### src/rtl/datapath_ctrl_pkg.sv
// Shared types and bus bit positions for the datapath reset sequencer.
// States carry an ST_ prefix so they do not collide with the controlBus indices.
package datapath_ctrl_pkg;

    typedef enum logic [3:0] {
        ST_IDLE      = 4'd0,
        ST_WAIT_LOCK = 4'd1,
        ST_SETTLE    = 4'd2,
        ST_GTX_RST   = 4'd3,
        ST_EN_DLY    = 4'd4,
        ST_DP_RST    = 4'd5,
        ST_WAIT_RDY  = 4'd6,
        ST_RUN       = 4'd7,
        ST_FAIL      = 4'd8
    } state_e;

    localparam int unsigned TX_RDY  = 0;
    localparam int unsigned RX_RDY  = 3;
    localparam int unsigned LOCK_A  = 2;
    localparam int unsigned LOCK_B  = 5;

    localparam int unsigned GTX_RST = 3;
    localparam int unsigned DP_EN   = 4;
    localparam int unsigned DP_RST  = 1;

    function automatic logic [31:0] ctl_for(input state_e s);
        logic [31:0] c;
        c = '0;
        case (s)
            ST_GTX_RST: c[GTX_RST] = 1'b1;
            ST_DP_RST: begin
                c[DP_EN]  = 1'b1;
                c[DP_RST] = 1'b1;
            end
            ST_WAIT_RDY,
            ST_RUN: c[DP_EN] = 1'b1;
            default: c = '0;
        endcase
        return c;
    endfunction

endpackage

### src/rtl/seq_timer.sv
// Loadable down-counter that holds at zero; expired_o flags the terminal count.
module seq_timer #(
    parameter int unsigned W = 16
) (
    input  logic         clk_i,
    input  logic         rst_n_i,
    input  logic         load_i,
    input  logic [W-1:0] load_val_i,
    output logic         expired_o
);

    logic [W-1:0] count_q;
    logic [W-1:0] count_d;

    always_comb begin
        count_d = count_q;
        if (load_i) begin
            count_d = load_val_i;
        end else if (count_q != '0) begin
            count_d = count_q - 1'b1;
        end
    end

    always_ff @(posedge clk_i) begin
        if (!rst_n_i) begin
            count_q <= '0;
        end else begin
            count_q <= count_d;
        end
    end

    assign expired_o = (count_q == '0);

endmodule

### src/rtl/datapath_reset_sequencer.sv
// Brings the datapath out of reset after MMCM lock, with retry on
// ready timeout or link loss; every output is registered from next state.
module datapath_reset_sequencer
    import datapath_ctrl_pkg::*;
#(
    parameter int unsigned SETTLE_CYC   = 680,
    parameter int unsigned GTXRST_CYC   = 6,
    parameter int unsigned ENDLY_CYC    = 10,
    parameter int unsigned PULSE_CYC    = 4,
    parameter int unsigned READY_TO_CYC = 40000,
    parameter int unsigned MAX_RETRY    = 3
) (
    input  logic        sysclk_i,
    input  logic        rst_n_i,
    input  logic        start_i,
    input  logic [31:0] status_i,
    output logic [31:0] control_o,
    output logic        ready_o,
    output logic        fail_o,
    output logic [1:0]  retry_o,
    output logic [3:0]  state_o
);

    localparam int unsigned M01  =
        (SETTLE_CYC > GTXRST_CYC) ? SETTLE_CYC : GTXRST_CYC;
    localparam int unsigned M23  =
        (ENDLY_CYC > PULSE_CYC) ? ENDLY_CYC : PULSE_CYC;
    localparam int unsigned M012 = (M01 > M23) ? M01 : M23;
    localparam int unsigned MAXC =
        (M012 > READY_TO_CYC) ? M012 : READY_TO_CYC;
    localparam int unsigned CW   = $clog2(MAXC + 1);

    localparam logic [1:0] RETRY_MAX = 2'(MAX_RETRY);

    state_e      state_q;
    state_e      state_d;
    logic [1:0]  retry_q;
    logic [1:0]  retry_d;
    logic [31:0] ctl_q;
    logic        rdy_q;
    logic        fail_q;

    logic          tmr_load;
    logic [CW-1:0] tmr_val;
    logic          tmr_exp;

    logic lock;
    logic link;
    logic can_retry;
    logic unused_status;

    assign lock      = status_i[LOCK_A] & status_i[LOCK_B];
    assign link      = status_i[TX_RDY] & status_i[RX_RDY];
    assign can_retry = (retry_q < RETRY_MAX);

    assign unused_status = ^status_i;

    // Counter is preloaded with N-1 so a phase spans exactly N cycles.
    function automatic logic [CW-1:0] phase_len(input state_e s);
        logic [CW-1:0] v;
        v = '0;
        case (s)
            ST_SETTLE:   v = CW'(SETTLE_CYC - 1);
            ST_GTX_RST:  v = CW'(GTXRST_CYC - 1);
            ST_EN_DLY:   v = CW'(ENDLY_CYC - 1);
            ST_DP_RST:   v = CW'(PULSE_CYC - 1);
            ST_WAIT_RDY: v = CW'(READY_TO_CYC - 1);
            default:     v = '0;
        endcase
        return v;
    endfunction

    always_comb begin
        state_d = state_q;
        retry_d = retry_q;
        if (!start_i) begin
            state_d = ST_IDLE;
            retry_d = '0;
        end else begin
            unique case (state_q)
                ST_IDLE: begin
                    state_d = ST_WAIT_LOCK;
                end
                ST_WAIT_LOCK: begin
                    if (lock) state_d = ST_SETTLE;
                end
                ST_SETTLE: begin
                    if (!lock)        state_d = ST_WAIT_LOCK;
                    else if (tmr_exp) state_d = ST_GTX_RST;
                end
                ST_GTX_RST: begin
                    if (!lock)        state_d = ST_WAIT_LOCK;
                    else if (tmr_exp) state_d = ST_EN_DLY;
                end
                ST_EN_DLY: begin
                    if (!lock)        state_d = ST_WAIT_LOCK;
                    else if (tmr_exp) state_d = ST_DP_RST;
                end
                ST_DP_RST: begin
                    if (!lock)        state_d = ST_WAIT_LOCK;
                    else if (tmr_exp) state_d = ST_WAIT_RDY;
                end
                ST_WAIT_RDY: begin
                    if (!lock) begin
                        state_d = ST_WAIT_LOCK;
                    end else if (link) begin
                        state_d = ST_RUN;
                        retry_d = '0;
                    end else if (tmr_exp) begin
                        if (can_retry) begin
                            state_d = ST_GTX_RST;
                            retry_d = retry_q + 2'd1;
                        end else begin
                            state_d = ST_FAIL;
                        end
                    end
                end
                ST_RUN: begin
                    if (!lock) begin
                        state_d = ST_WAIT_LOCK;
                    end else if (!link) begin
                        if (can_retry) begin
                            state_d = ST_GTX_RST;
                            retry_d = retry_q + 2'd1;
                        end else begin
                            state_d = ST_FAIL;
                        end
                    end
                end
                ST_FAIL: begin
                    state_d = ST_FAIL;
                end
                default: begin
                    state_d = ST_IDLE;
                end
            endcase
        end
    end

    // No state re-enters itself, so any change of state is a phase entry.
    assign tmr_load = (state_d != state_q);
    assign tmr_val  = phase_len(state_d);

    seq_timer #(
        .W (CW)
    ) u_timer (
        .clk_i      (sysclk_i),
        .rst_n_i    (rst_n_i),
        .load_i     (tmr_load),
        .load_val_i (tmr_val),
        .expired_o  (tmr_exp)
    );

    always_ff @(posedge sysclk_i) begin
        if (!rst_n_i) begin
            state_q <= ST_IDLE;
            retry_q <= '0;
            ctl_q   <= '0;
            rdy_q   <= 1'b0;
            fail_q  <= 1'b0;
        end else begin
            state_q <= state_d;
            retry_q <= retry_d;
            ctl_q   <= ctl_for(state_d);
            rdy_q   <= (state_d == ST_RUN);
            fail_q  <= (state_d == ST_FAIL);
        end
    end

    assign control_o = ctl_q;
    assign ready_o   = rdy_q;
    assign fail_o    = fail_q;
    assign retry_o   = retry_q;
    assign state_o   = state_q;

endmodule

### config.mk
export PLATFORM = sky130hd
export DESIGN_NAME = datapath_reset_sequencer
export DESIGN_NICKNAME = d
export VERILOG_FILES = /design/src/rtl/datapath_ctrl_pkg.sv /design/src/rtl/seq_timer.sv /design/src/rtl/datapath_reset_sequencer.sv
export SDC_FILE = /design/constraint.sdc
export NUM_CORES = 1
export LEC_CHECK = 0
export CAP_MARGIN = 20
export CORE_MARGIN = 10
export CORE_UTILIZATION = 57
export DETAILED_ROUTE_END_ITERATION = 12
export DONT_BUFFER_PORTS = 1
export PLACE_DENSITY = 0.83
export RECOVER_POWER = 50
export SETUP_SLACK_MARGIN = 0.4
export SLEW_MARGIN = 20
export SYNTH_ARGS = -nofsm -noshare
export SYNTH_HDL_FRONTEND = slang
export SYNTH_SLANG_ARGS = --single-unit
export TNS_END_PERCENT = 100
### constraint.sdc
create_clock -name sysclk_i -period 2.9 [get_ports sysclk_i]
set_input_delay 0.58 -clock sysclk_i [delete_from_list [all_inputs] [get_ports sysclk_i]]
set_output_delay 0.58 -clock sysclk_i [all_outputs]
set_load 0.01 [all_outputs]
==> key figures, run 1 <==
Placement
  – Placer Congestion: 0.935
  – Port Buffers: 0
  – Inst Count DP: 288
  – Post-DP Area: 1970 um2
  – HPWL Detailed: 3630 um

Hold path
  – HP Class: in2reg

Timing
  – Pins Over Slew Limit: 0
  – Tightest Pin Transition: 0.595 ns
  – Final hold viol count: 0
  – Minimum clock period: 2.80 ns
  – FMAX: 357 MHz
  – RSZ-0062 raised after global routing: true
  – Final setup viols: 0
  – Post-route clock period utilization: 0.966
  – Clock skew: 0.00177 ns
  – Setup TNS: 0 ns
  – Rel. slew slack: 0.601

Cells and area
  – Most frequent cells in the layout: conb_1 (29), buf_4 (27), dfxtp_1 (21), nand2_1 (18)
  – Layout Area Growth over Synthesis: 19.9%
  – Share of cells above drive strength 1: 0.319
  – Final net count: 300
  – Post-Layout Cell Count: 309
  – Diodes inserted: 0
  – Commonest non-fill, non-tap cell in the layout: conb_1
  – Fin area: 2300 um2

Job
  – Max-cap violations: 0

Floorplan
  – DIE HEIGHT: 78.0 um
  – Ports: 75
  – Core area: 3280 um2
  – Starting Density: 0.585
  – Die X: 78.0 um
  – Die Area: 6090 um2
  – Cell Rows: 21

Clocking
  – Worst-path clk slew: 0.15 ns
  – CTS Sinks: 27
  – CTS buffer count: 3
  – H-tree Lvls: 1
  – Clock buffer depth: 2
  – Clk Latency, worst-skew pair: 0.33 ns
  – Clock tree from TritonCTS: done
  – Clk root buf: clkbuf_4
  – CTS Hold Bufs: 0

Routing
  – DR pass1 iterations: 4
  – Detail Route Antenna Nets: 0
  – WL/cell: 18.6 um
  – Vias/cell: 6.07
  – Post-route DRC: 0
  – Via count: 1876
  – WL final: 5750 um
  – DR iter-0 viols: 158

Yosys
  – Synth warn: 0
  – Post-Syn Area: 1920 um2
  – Top cells by area, synth: dfxtp_1 (28%), buf_4 (11%), xnor2_1 (5.0%), nand2_1 (3.9%), o21ai_0 (3.1%)
  – Yosys cell types: 54
  – Flops & latches, synth: 27
  – Yosys top cell area share: 0.281
  – Post-synth top flop: dfxtp_1
  – Post-synthesis async set-or-reset flop share: 0
  – Number of flops mapped to enable cells by yosys: 0
  – Sequential area share after synthesis: 0.281
  – Cell count after synthesis: 236
  – Area leader, netlist: dfxtp_1
  – Synth Area per Inst: 8.14 um2

Setup path
  – Critical Path RT: 3.14 ns
  – Crit path kind: reg2reg
  – CP startpoint kind: flip-flop
  – Crit-path cells: clkbuf_1 > nand2b_1 > nor3_1 > nand2_1 > o211a_1 > o211ai_1 > buf_4 > nor2_4 > o311a_1
  – Crit-path max cell delay: 0.51 ns
  – CP Capture Type: flip-flop
  – Reg2reg start: state_o[0]
  – Flop2flop setup slack: 0.1 ns
  – Slowest CP cell: clkbuf_1
  – CP arrival: 3.05 ns
  – Worst-path maximum fanout: 13
  – RR Endpoint: u_timer.count_q[1]
  – Setup crit end: u_timer.count_q[1]
  – Critical Path Start: state_o[0]
  – Worst R2R Path Depth: 9

Pwr
  – Clock power share: 0.056
  – Total Power: 3.02 mW
  – Net Sw Frac: 0.473
  – VDD IR-drop max: 0.751 mV
  – P_sw: 1.43 mW
  – Internal: 1.59 mW
  – Pwr dens: 1310 nW/um2
  – Logic pwr share: 0.749
  – Sequential Power Share: 0.195
  – Leak: 0.944 nW

GRT
  – First-pass GRT wire length: 8340 um
  – Largest net degree at the start of global routing: 16
  – GRT Total Usage: 0.163
  – Vias in the first global route: 1727
  – GRT overflow: 0
  – Initial antenna violation count: 0

Run status
  – Run status: finished, final reports clean
## synth_stat cells, types with 3 or more instances
master and instances:
a21oi_1 8, a31oi_1 4, and2_1 3, and3_1 7, buf_4 29, clkbuf_1 8, dfxtp_1 27, inv_1 9
nand2_1 20, nand3_1 8, nor2_1 12, nor2b_1 3, nor3_1 10, nor4_1 7, o211ai_1 5, o21ai_0 12
o311a_1 3, or3_1 4, or4_1 3, xnor2_1 11, xor2_1 4
## power by group through the flow
stage	sequential, mW	combinational [mW]	clock [mW]
6_report	0.587	2.26	0.170
5_1_grt	0.596	2.41	0.181
4_1_cts	0.573	1.94	0.168
3_5_place_dp	0.585	1.72	0
3_3_place_gp	0.580	1.68	0
2_1_floorplan	0.566	1.33	0
## layout make-up
| class | count | area (um2) |
|---|---|---|
| multi-input cells | 190 | 1370 |
| fillers | 241 | 981 |
| flip-flops and latches | 27 | 551 |
| repair buffers | 33 | 263 |
| well taps | 46 | 57.6 |
| inverters | 9 | 36.3 |
| clock buffers | 3 | 22.5 |
| clock inverters | 1 | 5.00 |
## logic make-up (layout without fill, tap and decap cells)
logic type | Yosys count | count (layout) | synth area share
xor+xnor | 15 | 15 | 0.0684
simple gates | 94 | 94 | 0.281
other cells | 1 | 29 | 0.00195
flops | 27 | 27 | 0.281
mux | 2 | 2 | 0.0104
fa+ha+maj | 1 | 1 | 0.00651
buf+inv | 47 | 46 | 0.149
compound gates | 49 | 49 | 0.201
## registers in the layout, indices dropped and copies added, names as in the netlist
| name | flops |
|---|---|
| u_timer.count_q | 16 |
| state_o | 4 |
| control_o | 3 |
| retry_o | 2 |
| fail_o | 1 |
| ready_o | 1 |
## worst min path at each step
stage | from | depth (start not counted) | to | slack, ns
floorplan | retry_o[1] | 2 | retry_o[0] | 0.51
global route | rst_n_i | 1 | u_timer.count_q[1] | 0.33
detailed placement | retry_o[1] | 2 | retry_o[0] | 0.56
global placement | retry_o[1] | 2 | retry_o[0] | 0.54
CTS | rst_n_i | 1 | u_timer.count_q[1] | 0.35
finish | rst_n_i | 1 | u_timer.count_q[1] | 0.35
## worst max-delay path: cells and delay by family (launching register included)
family          cells  cell delay [ns]
flops               1             0.48
buf+inv             2             0.72
compound gates      3             0.56
simple gates        4             0.95
## per-layer routing
metal / routed length (um) / global-route usage / up-vias
li1: - / - / 845
met1: 2080 / 0.180 / 884
met2: 2880 / 0.271 / 127
met3: 616 / 0.0626 / 20
met4: 170 / 0.0735 / 0
met5: 0 / 0 / -
## stage by stage
stage / worst slack [ns] / hold slack, ns / util
after floorplan: 0.324 / 0.511 / -
after global placement: 0.202 / 0.544 / 0.600
after detailed placement: 0.180 / 0.558 / 0.600
after CTS: 0.227 / 0.349 / 0.645
after global routing: -0.0411 / 0.332 / 0.701
final: 0.0977 / 0.346 / 0.701
## timing repair
| action | CTS | global route |
|---|---|---|
| setup buffers | 9 | 8 |
| pin swaps | 9 | 21 |
| gates resized for setup | 13 | 36 |
| endpoints found under the setup margin | 19 | 21 |
(Power assumes the default switching activity.)
==> inputs of run 2 (changes only) <==
--- a/config.mk
+++ b/config.mk
@@ -6,7 +6,7 @@
 export NUM_CORES = 1
 export LEC_CHECK = 0
 export CAP_MARGIN = 20
-export CORE_MARGIN = 10
+export CORE_MARGIN = 2
 export CORE_UTILIZATION = 57
 export DETAILED_ROUTE_END_ITERATION = 12
 export DONT_BUFFER_PORTS = 1
==> constraint.sdc (replaced) <==
create_clock -name sysclk_i -period 2.9 [get_ports sysclk_i]
set_input_delay 0.87 -clock sysclk_i [delete_from_list [all_inputs] [get_ports sysclk_i]]
set_output_delay 0.87 -clock sysclk_i [all_outputs]
set_load 0.01 [all_outputs]
==> run 2 against run 1 <==
Clock power hardly changed. Cell area is 5.7% lower. Global-route usage is 9.7 points higher. Sequential power is 2% higher. Worst hold slack better by 0.23 ns. Count of clock-buffer cells in the layout stayed put. Combinational power is 5% lower. Total power is 3.3% lower. First-iteration DRC count is 37% lower. Non-clock buffer count is 8 lower. Register-to-register slack better by 0.05 ns.
==> key figures, run 2 (synthesis results as in run 1) <==
Run status
  – Run status: finished, final reports clean

Setup path
  – Crit path kind: reg2reg
  – Worst R2R Path Depth: 10
  – Worst-path maximum fanout: 3
  – CP arrival: 3.04 ns
  – CP Capture Type: flip-flop
  – CP startpoint kind: flip-flop
  – Critical Path RT: 3.18 ns

Cells and area
  – Fin area: 2170 um2
  – Most frequent cells in the layout: conb_1 (29), dfxtp_1 (24), nand2_1 (20), buf_4 (17), nor2_1 (12)
  – Biggest register: u_timer.count_q
  – Commonest non-fill, non-tap cell in the layout: conb_1
  – Number of flip-flops under the largest register name: 16
  – Layout Area Growth over Synthesis: 13.1%
  – Final net count: 292
  – Share of cells above drive strength 1: 0.243
  – Diodes inserted: 0
  – Fin util: 0.661

GRT
  – GRT overflow: 0
  – GRT Total Usage: 0.259
  – Vias in the first global route: 1655
  – First-pass GRT wire length: 7360 um
  – Largest net degree at the start of global routing: 19
  – Initial antenna violation count: 0

Clocking
  – CTS buffer count: 3
  – Clk root buf: clkbuf_4
  – Clock tree from TritonCTS: done
  – CTS Sinks: 27
  – H-tree Lvls: 1
  – Clock buffer depth: 2
  – Worst-path clk slew: 0.15 ns
  – CTS Hold Bufs: 0
  – Clk Latency, worst-skew pair: 0.33 ns

Job
  – Max-cap violations: 0

Routing
  – Detail Route Antenna Nets: 0
  – Vias/cell: 6.07
  – Via count: 1827
  – Post-route DRC: 0
  – WL/cell: 16.3 um
  – DR iter-0 viols: 100
  – DR pass1 iterations: 6
  – WL final: 4920 um

Timing
  – Post-route clock period utilization: 0.951
  – Hold_ws: 0.572 ns
  – FMAX: 363 MHz
  – Minimum clock period: 2.76 ns
  – Rel. slew slack: 0.557
  – Tightest Pin Transition: 0.664 ns
  – Final setup viols: 0
  – RSZ-0062 raised after global routing: true
  – Final hold viol count: 0
  – Setup TNS: 0 ns
  – Pins Over Slew Limit: 0
  – Clock skew: 0.00590 ns

Pwr
  – Pwr dens: 1340 nW/um2
  – VDD IR-drop max: 0.682 mV
  – Leak: 0.870 nW

Placement
  – Post-DP Area: 1930 um2
  – HPWL Detailed: 3190 um
  – Placer Congestion: 0.907
  – Port Buffers: 0

Floorplan
  – Die Area: 3850 um2
  – Ports: 75
  – Die X: 62.0 um
  – DIE HEIGHT: 62.0 um
  – Cell Rows: 21
  – Core area: 3280 um2
  – Starting Density: 0.585

Hold path
  – Hold depth: 2
  – HP Class: reg2reg
[run 2: final cells by class]
| class | instances | area (um2) |
|---|---|---|
| multi-input cells | 190 | 1320 |
| fillers | 271 | 1110 |
| flip-flops and latches | 27 | 549 |
| repair buffers | 25 | 180 |
| well taps | 46 | 57.6 |
| inverters | 9 | 36.3 |
| clock buffers | 3 | 22.5 |
| clock inverters | 1 | 5.00 |
[run 2: worst paths after layout]
| path | start | end | slack (ns) |
|---|---|---|---|
| hold / removal | retry_o[1] | retry_o[0] | 0.57 |
| setup / recovery | u_timer.count_q[0] | u_timer.count_q[7] | 0.14 |
| hold reg to reg | retry_o[1] | retry_o[0] | 0.57 |
| setup reg to reg | u_timer.count_q[0] | u_timer.count_q[7] | 0.14 |
[run 2: timing repair]
item | in CTS | in global routing
setup endpoints to repair | 20 | 23
buffers inserted | 10 | 4
pin swaps | 13 | 15
resized for setup | 11 | 28
[run 2: report_power, final]
part / total, mW / internal [mW] / switching, mW / leakage [nW]
sequential: 0.600 / 0.475 / 0.125 / 0.221
combinational: 2.15 / 0.989 / 1.16 / 0.631
clock: 0.168 / 0.0519 / 0.116 / 0.0177
[run 2: worst max-delay path, stage by stage, from the launching register on]
cell	delay, ns
dfxtp_4	0.39
inv_4	0.05
ha_4	0.12
or4b_4	0.47
or4_4	0.56
buf_4	0.16
nand2_1	0.06
and3_4	0.19
inv_1	0.06
or4_4	0.53
o21ai_1	0.10
[run 2: per-stage QoR]
stage	cells	total power, mW	setup slack (ns)
after floorplan	264	1.90	0.324
after global placement	283	2.17	0.195
after global routing	301	3.11	0.0846
after detailed placement	283	2.23	0.164
after CTS	297	2.62	0.212
final	301	2.92	0.143
[run 2: layer usage]
metal,track usage,vias to the layer above,routed length (um)
li1,-,832,-
met5,0,-,0
met2,0.435,106,2430
met3,0.0538,20,458
met1,0.315,869,1880
met4,0.125,0,152
